===== config.mk =====
export PLATFORM = sky130hd
export DESIGN_NAME = conv_datapath
export DESIGN_NICKNAME = d
export VERILOG_FILES = /design/src/rtl/conv_pkg.sv /design/src/rtl/conv_mac.sv /design/src/rtl/conv_datapath.sv
export SDC_FILE = /design/constraint.sdc
export NUM_CORES = 1
export LEC_CHECK = 0
export ABC_CLOCK_PERIOD_IN_PS = 10300
export BUFFER_PORTS_ARGS = -buffer_cell sky130_fd_sc_hd__buf_2
export CAP_MARGIN = 10
export CORE_MARGIN = 2
export CORE_UTILIZATION = 60
export CTS_BUF_LIST = sky130_fd_sc_hd__clkbuf_16
export DETAILED_ROUTE_END_ITERATION = 7
export PLACE_DENSITY = 0.8
export SYNTH_ARGS = -nofsm -noshare
export SYNTH_HDL_FRONTEND = slang
export SYNTH_HIERARCHICAL = 1
export SYNTH_SLANG_ARGS = --single-unit
export TNS_END_PERCENT = 20

===== constraint.sdc =====
create_clock -name clk -period 10.3 [get_ports clk]
set_clock_uncertainty 0.1 [all_clocks]
set_input_delay 1.03 -clock clk [delete_from_list [all_inputs] [get_ports clk]]
set_output_delay 1.03 -clock clk [all_outputs]
set_load 0.03 [all_outputs]

===== src/rtl/conv_pkg.sv =====
// rtl/conv_pkg.sv - shared widths and types for the 1-D convolution core
package conv_pkg;

  localparam int CONV_DATA_W = 8;
  localparam int CONV_ADDR_W = 5;

  // Worst-case sum of 2^ADDR_W products of two DATA_W samples
  function automatic int acc_width(input int data_w, input int addr_w);
    return 2 * data_w + addr_w;
  endfunction

  localparam int CONV_ACC_W = acc_width(CONV_DATA_W, CONV_ADDR_W);

  typedef enum logic {
    Y_SRC_DIFF = 1'b0,
    Y_SRC_K    = 1'b1
  } y_src_e;

endpackage


===== src/rtl/conv_mac.sv =====
// rtl/conv_mac.sv - multiply-accumulator with clear-over-enable priority
module conv_mac
  import conv_pkg::*;
#(
  parameter int DATA_W = CONV_DATA_W,
  parameter int ACC_W  = CONV_ACC_W
) (
  input  logic              clk,
  input  logic              rstn,
  input  logic              clr_i,
  input  logic              en_i,
  input  logic [DATA_W-1:0] a_i,
  input  logic [DATA_W-1:0] b_i,
  output logic [ACC_W-1:0]  acc_o
);

  logic [2*DATA_W-1:0] prod;
  logic [ACC_W-1:0]    acc_d, acc_q;

  assign prod = a_i * b_i;

  always_comb begin
    acc_d = acc_q;
    if (clr_i)     acc_d = '0;
    else if (en_i) acc_d = acc_q + ACC_W'(prod);
  end

  always_ff @(posedge clk or negedge rstn) begin
    if (!rstn) acc_q <= '0;
    else       acc_q <= acc_d;
  end

  assign acc_o = acc_q;

endmodule


===== src/rtl/conv_datapath.sv =====
// rtl/conv_datapath.sv - index counters, memory addresses, MAC and loop flags
module conv_datapath
  import conv_pkg::*;
#(
  parameter int DATA_W = CONV_DATA_W,
  parameter int ADDR_W = CONV_ADDR_W,
  parameter int ACC_W  = CONV_ACC_W
) (
  input  logic              clk,
  input  logic              rstn,
  input  logic              start_i,
  input  logic              busy_i,
  input  logic [ADDR_W-1:0] sizeX_i,
  input  logic [ADDR_W-1:0] sizeY_i,
  input  logic              i_clr_i,
  input  logic              j_clr_i,
  input  logic              i_en_i,
  input  logic              j_en_i,
  input  logic              k_en_i,
  input  logic              selI_i,
  input  logic              selJ_i,
  input  logic              selK_i,
  input  logic              selY_i,
  input  logic              memX_addr_en_i,
  input  logic              memY_addr_en_i,
  input  logic              memZ_addr_en_i,
  input  logic              memX_addr_clr_i,
  input  logic              memY_addr_clr_i,
  input  logic              memZ_addr_clr_i,
  input  logic              dataZ_en_i,
  input  logic              dataZ_clr_i,
  input  logic              writeZ_i,
  input  logic [DATA_W-1:0] dataX_i,
  input  logic [DATA_W-1:0] dataY_i,
  output logic [ADDR_W-1:0] memX_addr_o,
  output logic [ADDR_W-1:0] memY_addr_o,
  output logic [ADDR_W:0]   memZ_addr_o,
  output logic [ACC_W-1:0]  memZ_data_o,
  output logic              memZ_we_o,
  output logic              comp_i_sizeY_o,
  output logic              comp_j_valid_o,
  output logic              comp_i_sizeX_o,
  output logic              comp_j_sizeX_o
);

  localparam int CW = ADDR_W + 1;
  localparam int FW = ADDR_W + 2;

  logic [ADDR_W-1:0] sx_d, sx_q, sy_d, sy_q;
  logic [CW-1:0]     i_d, i_q, j_d, j_q, k_d, k_q;
  logic [ADDR_W-1:0] memx_addr_d, memx_addr_q, memy_addr_d, memy_addr_q;
  logic [CW-1:0]     memz_addr_d, memz_addr_q;
  logic [ADDR_W-1:0] y_diff;
  logic [FW-1:0]     i_w, j_w, sx_w, sy_w, lim_x;

  // Y index in phase 1 is n-j; modular truncation matches the address width
  assign y_diff = i_q[ADDR_W-1:0] - j_q[ADDR_W-1:0];

  always_comb begin
    sx_d        = sx_q;
    sy_d        = sy_q;
    i_d         = i_q;
    j_d         = j_q;
    k_d         = k_q;
    memx_addr_d = memx_addr_q;
    memy_addr_d = memy_addr_q;
    memz_addr_d = memz_addr_q;

    if (start_i && !busy_i) begin
      sx_d = (sizeX_i == '0) ? ADDR_W'(1) : sizeX_i;
      sy_d = (sizeY_i == '0) ? ADDR_W'(1) : sizeY_i;
    end

    if (i_clr_i)     i_d = '0;
    else if (i_en_i) i_d = selI_i ? CW'(sy_q) : i_q + CW'(1);

    if (j_clr_i)     j_d = '0;
    else if (j_en_i) j_d = selJ_i ? i_q - CW'(sy_q) + CW'(1) : j_q + CW'(1);

    if (k_en_i)      k_d = selK_i ? k_q - CW'(1) : CW'(sy_q) - CW'(1);

    if (memX_addr_clr_i)     memx_addr_d = '0;
    else if (memX_addr_en_i) memx_addr_d = j_q[ADDR_W-1:0];

    if (memY_addr_clr_i)     memy_addr_d = '0;
    else if (memY_addr_en_i) memy_addr_d = (selY_i == Y_SRC_K) ? k_q[ADDR_W-1:0] : y_diff;

    if (memZ_addr_clr_i)     memz_addr_d = '0;
    else if (memZ_addr_en_i) memz_addr_d = memz_addr_q + CW'(1);
  end

  always_ff @(posedge clk or negedge rstn) begin
    if (!rstn) begin
      sx_q        <= '0;
      sy_q        <= '0;
      i_q         <= '0;
      j_q         <= '0;
      k_q         <= '0;
      memx_addr_q <= '0;
      memy_addr_q <= '0;
      memz_addr_q <= '0;
    end else begin
      sx_q        <= sx_d;
      sy_q        <= sy_d;
      i_q         <= i_d;
      j_q         <= j_d;
      k_q         <= k_d;
      memx_addr_q <= memx_addr_d;
      memy_addr_q <= memy_addr_d;
      memz_addr_q <= memz_addr_d;
    end
  end

  conv_mac #(
    .DATA_W(DATA_W),
    .ACC_W (ACC_W)
  ) u_mac (
    .clk  (clk),
    .rstn (rstn),
    .clr_i(dataZ_clr_i),
    .en_i (dataZ_en_i),
    .a_i  (dataX_i),
    .b_i  (dataY_i),
    .acc_o(memZ_data_o)
  );

  // Widened by two bits so sX+sY-1 never wraps
  assign i_w   = FW'(i_q);
  assign j_w   = FW'(j_q);
  assign sx_w  = FW'(sx_q);
  assign sy_w  = FW'(sy_q);
  assign lim_x = sx_w + sy_w - FW'(1);

  assign comp_i_sizeY_o = i_w < sy_w;
  assign comp_j_valid_o = (j_w <= i_w) && (j_w < sx_w);
  assign comp_i_sizeX_o = i_w < lim_x;
  assign comp_j_sizeX_o = j_w < sx_w;

  assign memX_addr_o = memx_addr_q;
  assign memY_addr_o = memy_addr_q;
  assign memZ_addr_o = memz_addr_q;
  // Gated by rstn so a write strobe cannot escape while reset is asserted
  assign memZ_we_o   = writeZ_i & rstn;

endmodule


# After elaboration in Yosys (flattened, before gate mapping)

Cells that the tools add are included.
Widths: inputs -> output; s select.

Add/sub/neg operators: 11
$mul: 1
Order comparisons: 4
Mux-type cells: 18
Bitwise operators: 1
Reduce and logical (&&, ||, !) cells: 11

Operator list:

| operator            | count |
|---|---|
| $mux 6              | 9 |
| $mux 21             | 2 |
| $mux 5              | 7 |
| $add 6x1->6 const B | 4 |
| $add 21x16->21      | 1 |
| $mul 8x8->16        | 1 |
| $lt 6x5->1          | 2 |
| $reduce_bool 2->1   | 6 |
| $logic_not 5->1     | 2 |
| $lt 6x7->1          | 1 |
| $sub 6x1->7 const B | 1 |
| $add 5x5->6         | 1 |
| $le 6x6->1          | 1 |
| $sub 5x1->6 const B | 1 |
| $sub 6x1->6 const B | 1 |
| $sub 6x5->6         | 1 |
| $sub 5x5->5         | 1 |
| $logic_and 1x1->1   | 2 |
| $and 1x1->1         | 1 |
| $logic_not 1->1     | 1 |

Register bits after elaboration: 65
Bits of input ports: 48
Output and inout bits: 42
Logic and storage cells: 55

# Logic depth before layout (Yosys ltp)

Gate-level depths: netlist (run 1).

Depth in word-level cells: 5
Gate-level depth with buffers: 17

# Cells and area by module

The synthesis (run 1) kept the hierarchy.

Modules (own cells, without submodules):

| module        | instances | cells each | area each (µm²) | seq. area each (µm²) |
|---|---|---|---|---|
| conv_mac      | 1         | 441        | 3751.1          | 525.5 |
| conv_datapath | 1         | 354        | 3213.1          | 1076.0 |

# Worst setup path before layout (run 1)

No wires, ideal clock.

Path kind: input to register
From: in dataY_i[1]
To: reg u_mac.acc_q[14] (netlist: u_mac/acc_o[14])
Setup time: 0.069 ns
Data arrival time: 4.754 ns
Required time: 10.131 ns
Path slack: 5.378 ns
Stages: 15
Path buffers: 1
Cell sequence: clkbuf_1 -> nand2_1 -> fa_1 -> inv_1 -> fa_1 -> inv_1 -> fa_1 -> fa_1 -> inv_1 -> ha_1 -> o211ai_1 -> o211ai_2 -> a21oi_2 -> or4_1 -> nand3_1

Cells in the longest elaborated chain, start to end: 4

RTL lines:

| what                 | RTL line            | text |
|---|---|---|
| from (decl)          | conv_datapath.sv:34 | `input logic [DATA_W-1:0] dataY_i,` |
| $mul 8x8->16         | conv_mac.sv:20      | `assign prod = a_i * b_i;` |
| $add 21x16->21       | conv_mac.sv:25      | `else if (en_i) acc_d = acc_q + ACC_W'(prod);` |
| $mux 21              | conv_mac.sv:25      |  |
| $mux 21              | conv_mac.sv:24      | `if (clr_i) acc_d = '0;` |
| to (signal assigned) | conv_mac.sv:29      | `if (!rstn) acc_q <= '0;` |
| to (signal assigned) | conv_mac.sv:30      | `else acc_q <= acc_d;` |
| to (decl)            | conv_mac.sv:18      | `logic [ACC_W-1:0] acc_d, acc_q;` |

No other way between the ends. The select of a mux whose other input is x is not followed.
A chain may end at the register's enable or synchronous reset.

# Worst setup path in the final report (run 1)

From: in dataX_i[3]
To: reg u_mac.acc_q[19] (netlist: u_mac/acc_o[19])

Cells in the longest elaborated chain, start to end: 4

RTL lines:

| what           | RTL line            | text |
|---|---|---|
| from (decl)    | conv_datapath.sv:33 | `input logic [DATA_W-1:0] dataX_i,` |
| $mul 8x8->16   | conv_mac.sv:20      |  |
| $add 21x16->21 | conv_mac.sv:25      |  |
| $mux 21        | conv_mac.sv:25      |  |
| $mux 21        | conv_mac.sv:24      |  |

No other way between the ends. The select of a mux whose other input is x is not followed.

==> qor.yml, run 1 <==
clocking:
  clock_latency_ps: 330
  htree_num_levels: 3
  max_buffers_root_to_sink: 2
  clock_tree.root_cell: "sky130_fd_sc_hd__clkbuf_16"
  clock_tree_from_tritoncts: "built"
  holdBufCountCts: 0
  cts-buffers-inserted: 9
  cts.repair_timing.setup_buffer_count: 0
  clk_pin_slew_worst_paths_ps: 50
  post_cts.resized_instances: 0
  cts.sink_count: 64
placement:
  routabilityCongestion: 0.938
  detailedPlacementHpwl_um: 13000
  io_buffer_count: 89
  preCtsSetupSlack_ps: 4960
  place.detailed.instances: 1003
layout:
  seqCellArea_sq_um: 1600
  fin_cells: 1019
  ant_cells: 0
  syn_to_final_growth_pct: 12.1
  post_route_cells_drive_above_1_share: 0.134
  nFillCells: 899
  final_nets: 1058
  multiInputGateArea_sq_um: 4710
route:
  drc_errors: 0
  postRouteAntennaNets: 0
  drtIter0Drc: 550
  drt_pass1_iterations: 5
  detail_route.vias_per_cell: 5.75
  detail_route.wirelength_um: 16600
  post_drt_wl_per_cell_um: 16.3
  dr_vias: 5861
yosys:
  yosysTopAreaCell: "sky130_fd_sc_hd__dfrtp_1"
  share_of_flip_flops_with_an_asynchronous_set_or_reset_after_synthesis: 1.00
  synth_nets: 982
  syn-instance-count: 795
  postSynthRegisterBits: 64
  synth_sequential_area_ratio: 0.230
  yosys.area.top_type_share: 0.230
  synth-warning-count: 6
  dominantRegCellSynth: "sky130_fd_sc_hd__dfrtp_1"
  synth_enable_flop_cells: 0
  synth.cell_area_sq_um: 6960
  synth.top_cells.by_count: "141 x sky130_fd_sc_hd__inv_1, 85 x sky130_fd_sc_hd__ha_1, 64 x sky130_fd_sc_hd__dfrtp_1, 63 x sky130_fd_sc_hd__nand2_1"
  synth_cell_type_count: 57
  yosys-top-cells-area: "sky130_fd_sc_hd__dfrtp_1 23%, sky130_fd_sc_hd__fa_1 16%, sky130_fd_sc_hd__ha_1 15%, sky130_fd_sc_hd__inv_1 7.6%, sky130_fd_sc_hd__mux2i_1 3.4%"
  postSynthAreaPerCell_sq_um: 8.76
  synthMostInstantiatedCell: "sky130_fd_sc_hd__inv_1"
global_routing:
  gr-usage-all-layers: 0.277
  first_global_vias: 6001
  grt_start_max_net_pins: 66
  gr-total-overflow: 0
  grt_pass1_wl_um: 28400
  antenna_found_initial: 0
sta:
  clock.fmax_mhz: 197
  layout_worst_path_cycle_share: 0.494
  grt_setup_unrepaired: "false"
  worstMarginPinSlew_ps: 1020
  tns_ps: 0
  drv_slew: 0
  total_count_of_hold_check_failures_in_the_final_report: 0
  timing.final.crit_period_ps: 5080
  smallest_setup_slack_after_layout_ps: 5220
  setup_viols_final: 0
  rel_slew_slack: 0.320
worst_setup_path:
  path_max_fanout: 8
  critPathMaxStageDelay_ps: 560
  cpMostUsedCell: "sky130_fd_sc_hd__fa_1"
  path_cells: "buf_2 -> and2_1 -> fa_1 -> fa_1 -> fa_1 -> inv_1 -> fa_1 -> inv_1 -> ha_1 -> a21oi_1 -> o211ai_1 -> a21boi_1 -> a21oi_1 -> mux2_2"
  start_kind: "input port"
  end_kind: "flop"
  crit_slowest_cell: "sky130_fd_sc_hd__fa_1"
  arrival_ps: 5190
  critPathKind: "input port to flop"
  cp_data_required_time_ps: 10410
floorplanning:
  die_area_sq_um: 12500
  floorplan.die.height_um: 112
  die_x_um: 112
  initial_core_util: 0.613
  coreArea_sq_um: 11400
  ioPinCount: 90
  core.rowCount: 39
flow_run:
  drv_cap: 0
power:
  power_leakage_uw: 0.00411
  pwr_dens_nw_per_um2: 234
  vdd_ir_drop_max_uv: 163
worst_hold_path:
  hold_class: "flop to flop"
run_status:
  status: "completed"
==> kinds of logic (layout without fill, tap and decap cells) <==
logic type / after synthesis / in the layout / synth area share
adders and majority gates: 139 / 139 / 0.308
muxes: 29 / 29 / 0.0429
and+or+nand+nor: 222 / 222 / 0.157
buffers and inverters: 166 / 247 / 0.0936
DFF: 64 / 64 / 0.230
xor gates and xnor gates: 19 / 19 / 0.0239
AOI/OAI and AO/OA: 156 / 156 / 0.145
==> through the flow <==
| step | cell area (sq um) | hold slack, ps | util | total power [uW] |
|---|---|---|---|---|
| detailed placement | 7470 | 405 | 0.657 | 1460 |
| global placement | 7470 | 404 | 0.657 | 1420 |
| CTS | 7810 | 419 | 0.687 | 1820 |
| finish | 7810 | 415 | 0.687 | 1830 |
| floorplan | 6960 | 409 | - | 1210 |
| global route | 7810 | 460 | 0.687 | 1990 |
==> cell usage in the layout, fill, tap and decap left out, drive strengths merged, types with 4 or more instances in the layout <==
| cell type | instances |
|---|---|
| clkbuf | 9 |
| a21o | 8 |
| nor3 | 7 |
| nand2 | 63 |
| inv | 142 |
| nor2b | 7 |
| fa | 54 |
| mux2i | 25 |
| and2 | 38 |
| o21a | 6 |
| o211ai | 7 |
| a21oi | 43 |
| a31oi | 4 |
| dfrtp | 64 |
| xnor2 | 9 |
| a211oi | 11 |
| o21ai | 41 |
| buf | 90 |
| mux2 | 4 |
| nor2 | 54 |
| xor2 | 10 |
| ha | 85 |
| o31ai | 4 |
| a21boi | 5 |
| and3 | 8 |
| nand4 | 13 |
| nand3 | 13 |
==> worst max-delay path: cells and delay by family <==
family / cells / cell delay [ps]
AO/OA/AOI/OAI: 4 / 910
adder cells (fa/ha/maj): 5 / 2540
buffers and inverters: 3 / 250
multiplexers: 1 / 290
AND/OR/NAND/NOR: 1 / 180
==> metal layers <==
layer,share of wire,vias to the layer above,global-route usage
li1,-,2794,-
met1,0.45,2840,0.393
met2,0.47,202,0.442
met3,0.058,25,0.0490
met4,0.014,0,0.0700
met5,0,-,0
==> final timing paths <==
kind                       slack [ps]                           to  depth (start not counted)                        from
min in group asynchronous         770          sx_q[2]$_DFFE_PN0P_                          2                        rstn
max in group asynchronous        8760          sy_q[1]$_DFFE_PN0P_                          2                        rstn
hold reg to reg                   410   memX_addr_o[4]$_DFFE_PN0P_                          2  memX_addr_o[4]$_DFFE_PN0P_
hold / removal                    410   memX_addr_o[4]$_DFFE_PN0P_                          2  memX_addr_o[4]$_DFFE_PN0P_
setup / recovery                 5220  u_mac/acc_o[19]$_DFFE_PN0P_                         14                  dataX_i[3]
setup reg to reg                 5840  u_mac/acc_o[15]$_DFFE_PN0P_                         14  u_mac/acc_o[6]$_DFFE_PN0P_
==> where the power goes <==
group	switching [uW]	internal, uW	total [uW]
sequential	47.2	294	341
clock	112	235	347
combinational	696	443	1140
total	856	971	1830
==> state kept, by name, indices dropped and copies added, names as in the netlist <==
name         count
sy_q             5
k_q              5
memX_addr_o      5
i_q              6
memZ_addr_o      6
memY_addr_o      5
u_mac/acc_o     21
sx_q             5
j_q              6
==> final cells by class <==
type,count,area share
inverter,141,0.0678
timing repair buffer,90,0.0580
sequential,64,0.205
clock inverter,7,0.0143
tap,143,0.0229
clock buffer,9,0.0288
multi-input combinational,565,0.603
Power figures use the tool's default switching activity.
==> run 2, diff against run 1 <==
--- a/config.mk
+++ b/config.mk
@@ -5,14 +5,14 @@
 export SDC_FILE = /design/constraint.sdc
 export NUM_CORES = 1
 export LEC_CHECK = 0
-export ABC_CLOCK_PERIOD_IN_PS = 10300
+export ABC_CLOCK_PERIOD_IN_PS = 4150
 export BUFFER_PORTS_ARGS = -buffer_cell sky130_fd_sc_hd__buf_2
 export CAP_MARGIN = 10
 export CORE_MARGIN = 2
-export CORE_UTILIZATION = 60
+export CORE_UTILIZATION = 54
 export CTS_BUF_LIST = sky130_fd_sc_hd__clkbuf_16
 export DETAILED_ROUTE_END_ITERATION = 7
-export PLACE_DENSITY = 0.8
+export PLACE_DENSITY = 0.76
 export SYNTH_ARGS = -nofsm -noshare
 export SYNTH_HDL_FRONTEND = slang
 export SYNTH_HIERARCHICAL = 1
==> constraint.sdc (replaced) <==
create_clock -name clk -period 4.15 [get_ports clk]
set_clock_uncertainty 0.1 [all_clocks]
set_input_delay 0.415 -clock clk [delete_from_list [all_inputs] [get_ports clk]]
set_output_delay 0.415 -clock clk [all_outputs]
set_load 0.03 [all_outputs]
==> run 2 against run 1 <==
Against the previous run: the flow now finishes with violations (setup timing); clock power is 100% higher; register-to-register slack worse by 5800 ps; critical path depth is 1 higher; routed wire length is 0.88% higher; critical path type unchanged; highest routed layer unchanged.
==> qor.yml, run 2 (synthesis results as in run 1) <==
flow_run:
  drv_cap: 0  # unchanged
clocking:
  clock_latency_ps: 340  # was 330 ps
  htree_num_levels: 3  # unchanged
  clock_tree_from_tritoncts: "built"  # unchanged
  clock_tree.root_cell: "sky130_fd_sc_hd__clkbuf_16"  # unchanged
  cts.sink_count: 64  # unchanged
  cts-buffers-inserted: 9  # unchanged
  clk_pin_slew_worst_paths_ps: 60  # was 50 ps
  max_buffers_root_to_sink: 2  # unchanged
worst_setup_path:
  cp_data_required_time_ps: 4270  # was 10410 ps
  path_max_fanout: 5  # was 8
  r2r_slack_ps: 0  # was 5840 ps
  startpoint: "dataX_i[1]"  # was dataX_i[3]
  start_kind: "input port"  # unchanged
  rr_startpoint: "u_mac/acc_o[6]$_DFFE_PN0P_"  # unchanged
  critPathKind: "input port to flop"  # unchanged
  end_kind: "flop"  # unchanged
  arrival_ps: 4280  # was 5190 ps
route:
  post_drt_wl_per_cell_um: 15.1  # was 16.3 um
  drc_errors: 0  # unchanged
  detail_route.vias_per_cell: 5.34  # was 5.75
  detail_route.wirelength_um: 16700  # was 16600 um
  drt_pass1_iterations: 5  # unchanged
  dr_vias: 5897  # was 5861
  drtIter0Drc: 410  # was 550
  postRouteAntennaNets: 0  # unchanged
sta:
  smallest_setup_slack_after_layout_ps: -6.69  # was 5220 ps
  setup_viols_final: 1  # was 0
  timing.final.crit_period_ps: 4160
  clock.fmax_mhz: 241
  layout_worst_path_cycle_share: 1.00
  worstMarginPinSlew_ps: 1040  # was 1020 ps
  grt_setup_unrepaired: "true"  # was false
  tns_ps: -6.69  # was 0 ps
  rel_slew_slack: 0.307  # was 0.320
  drv_slew: 0  # unchanged
  total_count_of_hold_check_failures_in_the_final_report: 0  # unchanged
global_routing:
  grt_pass1_wl_um: 28700  # was 28400 um
  gr-total-overflow: 0  # unchanged
  gr-usage-all-layers: 0.254  # was 0.277
  grt_start_max_net_pins: 62  # was 66
  antenna_found_initial: 0  # unchanged
  first_global_vias: 6031  # was 6001
run_status:
  violations_in_the_final_reports: "setup timing"
  status: "finished, violations left"  # was completed
placement:
  place.detailed.instances: 1084  # was 1003
  io_buffer_count: 89  # unchanged
  detailedPlacementHpwl_um: 12800  # was 13000 um
  place_area_sq_um: 7960  # was 7470 sq um
  routabilityCongestion: 0.892  # was 0.938
floorplanning:
  floorplan.die.height_um: 118  # was 112 um
  die_x_um: 118  # was 112 um
  ioPinCount: 90  # unchanged
  core.rowCount: 41  # was 39
  die_area_sq_um: 13800  # was 12500 sq um
  initial_core_util: 0.552  # was 0.613
  coreArea_sq_um: 12600  # was 11400 sq um
layout:
  final_nets: 1115  # was 1058
  mostFrequentLayoutCell: "sky130_fd_sc_hd__inv_1"  # unchanged
  fin_cells: 1105  # was 1019
  post_route_cells_drive_above_1_share: 0.241  # was 0.134
  largest_register_ff_count: 21  # unchanged
  ant_cells: 0  # unchanged
  nFillCells: 1058  # was 899
  syn_to_final_growth_pct: 22.4  # was 12.1%
  leading_cell_types_in_the_layout_fill_and_taps_excluded: "134 x sky130_fd_sc_hd__inv_1, 82 x sky130_fd_sc_hd__buf_2, 77 x sky130_fd_sc_hd__ha_1, 62 x sky130_fd_sc_hd__dfrtp_1"  # was 142 x sky130_fd_sc_hd__inv_1, 89 x sky130_fd_sc_hd__buf_2, 85 x sky130_fd_sc_hd__ha_1, 64 x sky130_fd_sc_hd__dfrtp_1, 63 x sky130_fd_sc_hd__nand2_1
  post-route-cell-area_sq_um: 8520  # was 7810 sq um
power:
  power_leakage_uw: 0.00437  # was 0.00411 uW
  clock_power_share: 0.124  # was 0.190
  sw_frac: 0.459  # was 0.469
  intPower_uw: 3070  # was 971 uW
  share_of_total_power_in_combinational_logic: 0.729  # was 0.624
  net-switching-power_uw: 2610  # was 856 uW
  vdd_ir_drop_max_uv: 405  # was 163 uV
  sequentialPowerShare: 0.148  # was 0.187
  pwr_dens_nw_per_um2: 666  # was 234 nW/um^2
worst_hold_path:
  hold_class: "input port to flop"  # was flop to flop
  min-delay-start: "memY_addr_clr_i"  # was memX_addr_o[4]$_DFFE_PN0P_
run 2: cell count changes in the layout (fill, tap and decap cells not counted), moves of 6 or more:
cell / before / now
sky130_fd_sc_hd__a21oi_1: 41 / 35
sky130_fd_sc_hd__inv_2: 0 / 7
sky130_fd_sc_hd__inv_1: 142 / 134
sky130_fd_sc_hd__buf_4: 1 / 59
sky130_fd_sc_hd__ha_4: 0 / 8
sky130_fd_sc_hd__ha_1: 85 / 77
sky130_fd_sc_hd__buf_2: 89 / 82
run 2: final timing paths:
path | endpoint | cells after the start
hold reg to reg | memX_addr_o[0]$_DFFE_PN0P_ | 2
max in group asynchronous | u_mac/acc_o[7]$_DFFE_PN0P_ | 3
setup reg to reg | u_mac/acc_o[19]$_DFFE_PN0P_ | 14
setup / recovery | u_mac/acc_o[19]$_DFFE_PN0P_ | 15
min in group asynchronous | sx_q[3]$_DFFE_PN0P_ | 2
hold / removal | memY_addr_o[0]$_DFFE_PN0P_ | 2
run 2: layout make-up:
type | count | area, sq um | share of cell area
clock inverter | 7 | 48.8 | 0.00573
timing repair buffer | 147 | 916 | 0.107
sequential | 64 | 1600 | 0.188
multi-input combinational | 565 | 4980 | 0.585
clock buffer | 9 | 225 | 0.0264
inverter | 141 | 529 | 0.0621
tap | 172 | 215 | 0.0252
run 2: metrics by stage:
stage	worst slack, ps	hold WS (ps)	util	power (uW)
global route	-137	204	0.675	6190
detailed placement	-366	140	0.631	4320
floorplan	-29.0	19.4	-	3190
finish	-6.69	188	0.675	5670
CTS	2.39	187	0.660	5230
global placement	-366	139	0.631	4270
run 2: routing by layer:
layer / vias up / global-route usage / wire, um
li1: 2921 / - / -
met1: 2822 / 0.361 / 7990
met2: 137 / 0.405 / 7780
met3: 17 / 0.0431 / 734
met4: 0 / 0.0640 / 199
met5: - / 0 / 0
run 2: power by group through the flow:
stage	sequential [uW]	clock (uW)	combinational [uW]
after global routing	852	747	4590
after detailed placement	844	0	3480
final	837	701	4140
after CTS	835	713	3680
after global placement	841	0	3420
after floorplan	935	0	2250
run 2: timing repair:
item	CTS	global route
pin swaps	15	37
gates resized for setup	15	46
hold endpoints to repair	3	0
hold buffers	1	0
setup buffers	1	3
endpoints found under the setup margin	10	13
run 2: worst max-delay path, stage by stage:
cell,delay [ps]
sky130_fd_sc_hd__buf_2,130
sky130_fd_sc_hd__buf_4,150
sky130_fd_sc_hd__and2_1,150
sky130_fd_sc_hd__fa_1,460
sky130_fd_sc_hd__fa_1,570
sky130_fd_sc_hd__inv_1,60
sky130_fd_sc_hd__fa_2,560
sky130_fd_sc_hd__fa_1,440
sky130_fd_sc_hd__inv_2,80
sky130_fd_sc_hd__ha_4,200
sky130_fd_sc_hd__o211ai_1,300
sky130_fd_sc_hd__o211ai_1,190
sky130_fd_sc_hd__a21boi_2,220
sky130_fd_sc_hd__a21oi_2,80
sky130_fd_sc_hd__mux2_2,270
==> run 3, diff against run 2 <==
--- a/config.mk
+++ b/config.mk
@@ -9,10 +9,11 @@
 export BUFFER_PORTS_ARGS = -buffer_cell sky130_fd_sc_hd__buf_2
 export CAP_MARGIN = 10
 export CORE_MARGIN = 2
-export CORE_UTILIZATION = 54
-export CTS_BUF_LIST = sky130_fd_sc_hd__clkbuf_16
+export CORE_UTILIZATION = 55
+export CTS_BUF_LIST = sky130_fd_sc_hd__clkbuf_2
 export DETAILED_ROUTE_END_ITERATION = 7
-export PLACE_DENSITY = 0.76
+export PLACE_DENSITY = 0.77
+export REMOVE_ABC_BUFFERS = 1
 export SYNTH_ARGS = -nofsm -noshare
 export SYNTH_HDL_FRONTEND = slang
 export SYNTH_HIERARCHICAL = 1
==> run 3 against run 2 <==
Against the previous run: the run still ends with setup timing left; sequential power shrank 1%; clock power shrank 45%; via count grew 1.2%; total power shrank 11%; combinational power shrank 7.2%; flip-flop and latch count is the same; critical path type is now flop to flop; largest power group unchanged.
==> qor.yml, run 3 (synthesis results as in run 1) <==
run_status:
  status: "finished, violations left"  # unchanged
  violations_in_the_final_reports: "setup timing"  # unchanged
route:
  met3WireLength_um: 675  # was 734 um
  drc_errors: 0  # unchanged
  dr_vias: 5968  # was 5897
  drtIter0Drc: 424  # was 410
  drt_pass1_iterations: 5  # unchanged
  met1_length_um: 7710  # was 7990 um
  detail_route.vias_per_cell: 5.35  # was 5.34
  post_drt_wl_per_cell_um: 14.7  # was 15.1 um
  detail_route.wirelength_um: 16400  # was 16700 um
  top_layer_used: "met4"  # unchanged
  detailroute.wirelength.met2_um: 7780  # about the same
  postRouteAntennaNets: 0  # unchanged
clocking:
  clk_pin_slew_worst_paths_ps: 200  # was 60 ps
  clock_latency_ps: 520  # was 340 ps
  clock_tree_from_tritoncts: "built"  # unchanged
  cts-buffers-inserted: 9  # unchanged
  max_buffers_root_to_sink: 2  # unchanged
  htree_num_levels: 3  # unchanged
  cts.sink_count: 64  # unchanged
  clock_tree.root_cell: "sky130_fd_sc_hd__clkbuf_2"  # was sky130_fd_sc_hd__clkbuf_16
layout:
  syn_to_final_growth_pct: 19.1  # was 22.4%
  post_route_cells_drive_above_1_share: 0.202  # was 0.241
  utilization: 0.665  # was 0.675
  leading_cell_types_in_the_layout_fill_and_taps_excluded: "137 x sky130_fd_sc_hd__inv_1, 89 x sky130_fd_sc_hd__buf_2, 81 x sky130_fd_sc_hd__ha_1, 64 x sky130_fd_sc_hd__dfrtp_1, 63 x sky130_fd_sc_hd__nand2_1"  # was 134 x sky130_fd_sc_hd__inv_1, 82 x sky130_fd_sc_hd__buf_2, 77 x sky130_fd_sc_hd__ha_1, 62 x sky130_fd_sc_hd__dfrtp_1
  largest_register_ff_count: 21  # unchanged
  ant_cells: 0  # unchanged
  mostFrequentLayoutCell: "sky130_fd_sc_hd__inv_1"  # unchanged
  final_nets: 1127  # was 1115
worst_setup_path:
  cp_data_required_time_ps: 4480  # was 4270 ps
  start_kind: "flop"  # was input port
  startpoint: "u_mac/acc_o[6]$_DFFE_PN0P_"  # was dataX_i[1]
  critPathKind: "flop to flop"  # was input port to flop
  cp_top_family: "adder cells"  # unchanged
  path_cells: "inv_2 -> fa_1 -> inv_2 -> fa_1 -> inv_1 -> fa_1 -> fa_1 -> inv_2 -> ha_4 -> buf_6 -> o211ai_1 -> buf_4 -> o21ai_4 -> a21oi_2 -> or4_1 -> o211ai_1"  # was buf_2 -> buf_4 -> and2_1 -> fa_1 -> fa_1 -> inv_1 -> fa_2 -> fa_1 -> inv_2 -> ha_4 -> o211ai_1 -> o211ai_1 -> a21boi_2 -> a21oi_2 -> mux2_2
  arrival_ps: 4500  # was 4280 ps
  critical_path_buf_inv_count: 6  # was 4
  cpMostUsedCell: "sky130_fd_sc_hd__fa_1"  # unchanged
  rr_startpoint: "u_mac/acc_o[6]$_DFFE_PN0P_"  # unchanged
  crit_slowest_cell: "sky130_fd_sc_hd__fa_1"  # unchanged
  critPathMaxStageDelay_ps: 530  # was 570 ps
  path_max_fanout: 4  # was 5
  end_kind: "flop"  # unchanged
sta:
  drv_slew: 0  # unchanged
  total_count_of_hold_check_failures_in_the_final_report: 0  # unchanged
  setup_viols_final: 3  # was 1
  timing.final.crit_period_ps: 4170  # was 4160 ps
  rel_slew_slack: 0.436  # was 0.307
  worstMarginPinSlew_ps: 845  # was 1040 ps
  layout_worst_path_cycle_share: 1.00  # about the same
  smallest_setup_slack_after_layout_ps: -18.3  # was -6.69 ps
  grt_setup_unrepaired: "true"  # unchanged
  holdWs_ps: 53.1  # was 188 ps
  clock.fmax_mhz: 240  # was 241 MHz
global_routing:
  grt_start_max_net_pins: 65  # was 62
  gr-usage-all-layers: 0.252  # was 0.254
  first_global_vias: 5806  # was 6031
  antenna_found_initial: 0  # unchanged
  grt_pass1_wl_um: 27100  # was 28700 um
  gr-total-overflow: 0  # unchanged
floorplanning:
  die_area_sq_um: 13600  # was 13800 sq um
  initial_core_util: 0.559  # was 0.552
  floorplan.die.height_um: 117  # was 118 um
  core.rowCount: 41  # unchanged
  coreArea_sq_um: 12500  # was 12600 sq um
  ioPinCount: 90  # unchanged
  die_x_um: 117  # was 118 um
worst_hold_path:
  hold_class: "input port to flop"  # unchanged
  min-delay-start: "busy_i"  # was memY_addr_clr_i
power:
  power_leakage_uw: 0.00434  # was 0.00437 uW
  pwr_dens_nw_per_um2: 610  # was 666 nW/um^2
  overall_power_uw: 5050  # was 5670 uW
  vdd_ir_drop_max_uv: 424  # was 405 uV
placement:
  io_buffer_count: 89  # unchanged
  routabilityCongestion: 0.909  # was 0.892
  detailedPlacementHpwl_um: 12600  # was 12800 um
flow_run:
  drv_cap: 0  # unchanged
run 3: worst min-delay path: cells and delay by family:
family / cells / cell delay (ps)
buffers and inverters: 1 / 80
and+or+nand+nor: 2 / 100
AOI/OAI and AO/OA: 1 / 70
run 3: final timing paths:
kind	slack [ps]	end	depth (start not counted)
max	-20	u_mac/acc_o[16]$_DFFE_PN0P_	16
min	50	sx_q[4]$_DFFE_PN0P_	4
max reg2reg	-20	u_mac/acc_o[16]$_DFFE_PN0P_	16
min reg2reg	430	u_mac/acc_o[13]$_DFFE_PN0P_	2
max in group asynchronous	2840	u_mac/acc_o[8]$_DFFE_PN0P_	3
min in group asynchronous	540	sx_q[4]$_DFFE_PN0P_	3
run 3: repair_timing:
item                                   in CTS  in global routing
setup endpoints to repair                  11                 13
pin swaps                                  19                 10
endpoints found under the hold margin      49                  0
resized for setup                          12                 13
setup buffers                               3                  1
hold buffers                               15                  0
run 3: metrics by stage:
stage	setup TNS (ps)	std cells	worst slack [ps]	instance area, sq um
after detailed placement	-5290	1083	-568	7890
final	-34.5	1116	-18.3	8290
after floorplan	-468	770	-86.7	6840
after global placement	-4780	1083	-534	7890
after global routing	-1320	1116	-183	8290
after CTS	-59.0	1115	-36.5	8220
run 3: report_power, final:
group | switching, uW | leakage (uW) | internal, uW | total [uW]
Sequential | 100 | 0.000841 | 727 | 827
Clock | 246 | 0.0000656 | 138 | 384
Combinational | 2030 | 0.00343 | 1810 | 3840
run 3: cell type report:
cell class | count | area (sq um)
clock buffer | 10 | 50.0
clock inverter | 5 | 58.8
fill | 1014 | 4170
inverter | 141 | 529
multi-input combinational | 565 | 4830
sequential | 64 | 1600
tap | 172 | 215
timing repair buffer | 159 | 1010
run 3: layer usage:
metal,vias to the layer above,global-route usage
li1,2929,-
met1,2850,0.352
met2,165,0.413
met3,24,0.0327
met4,0,0.0754
met5,-,0
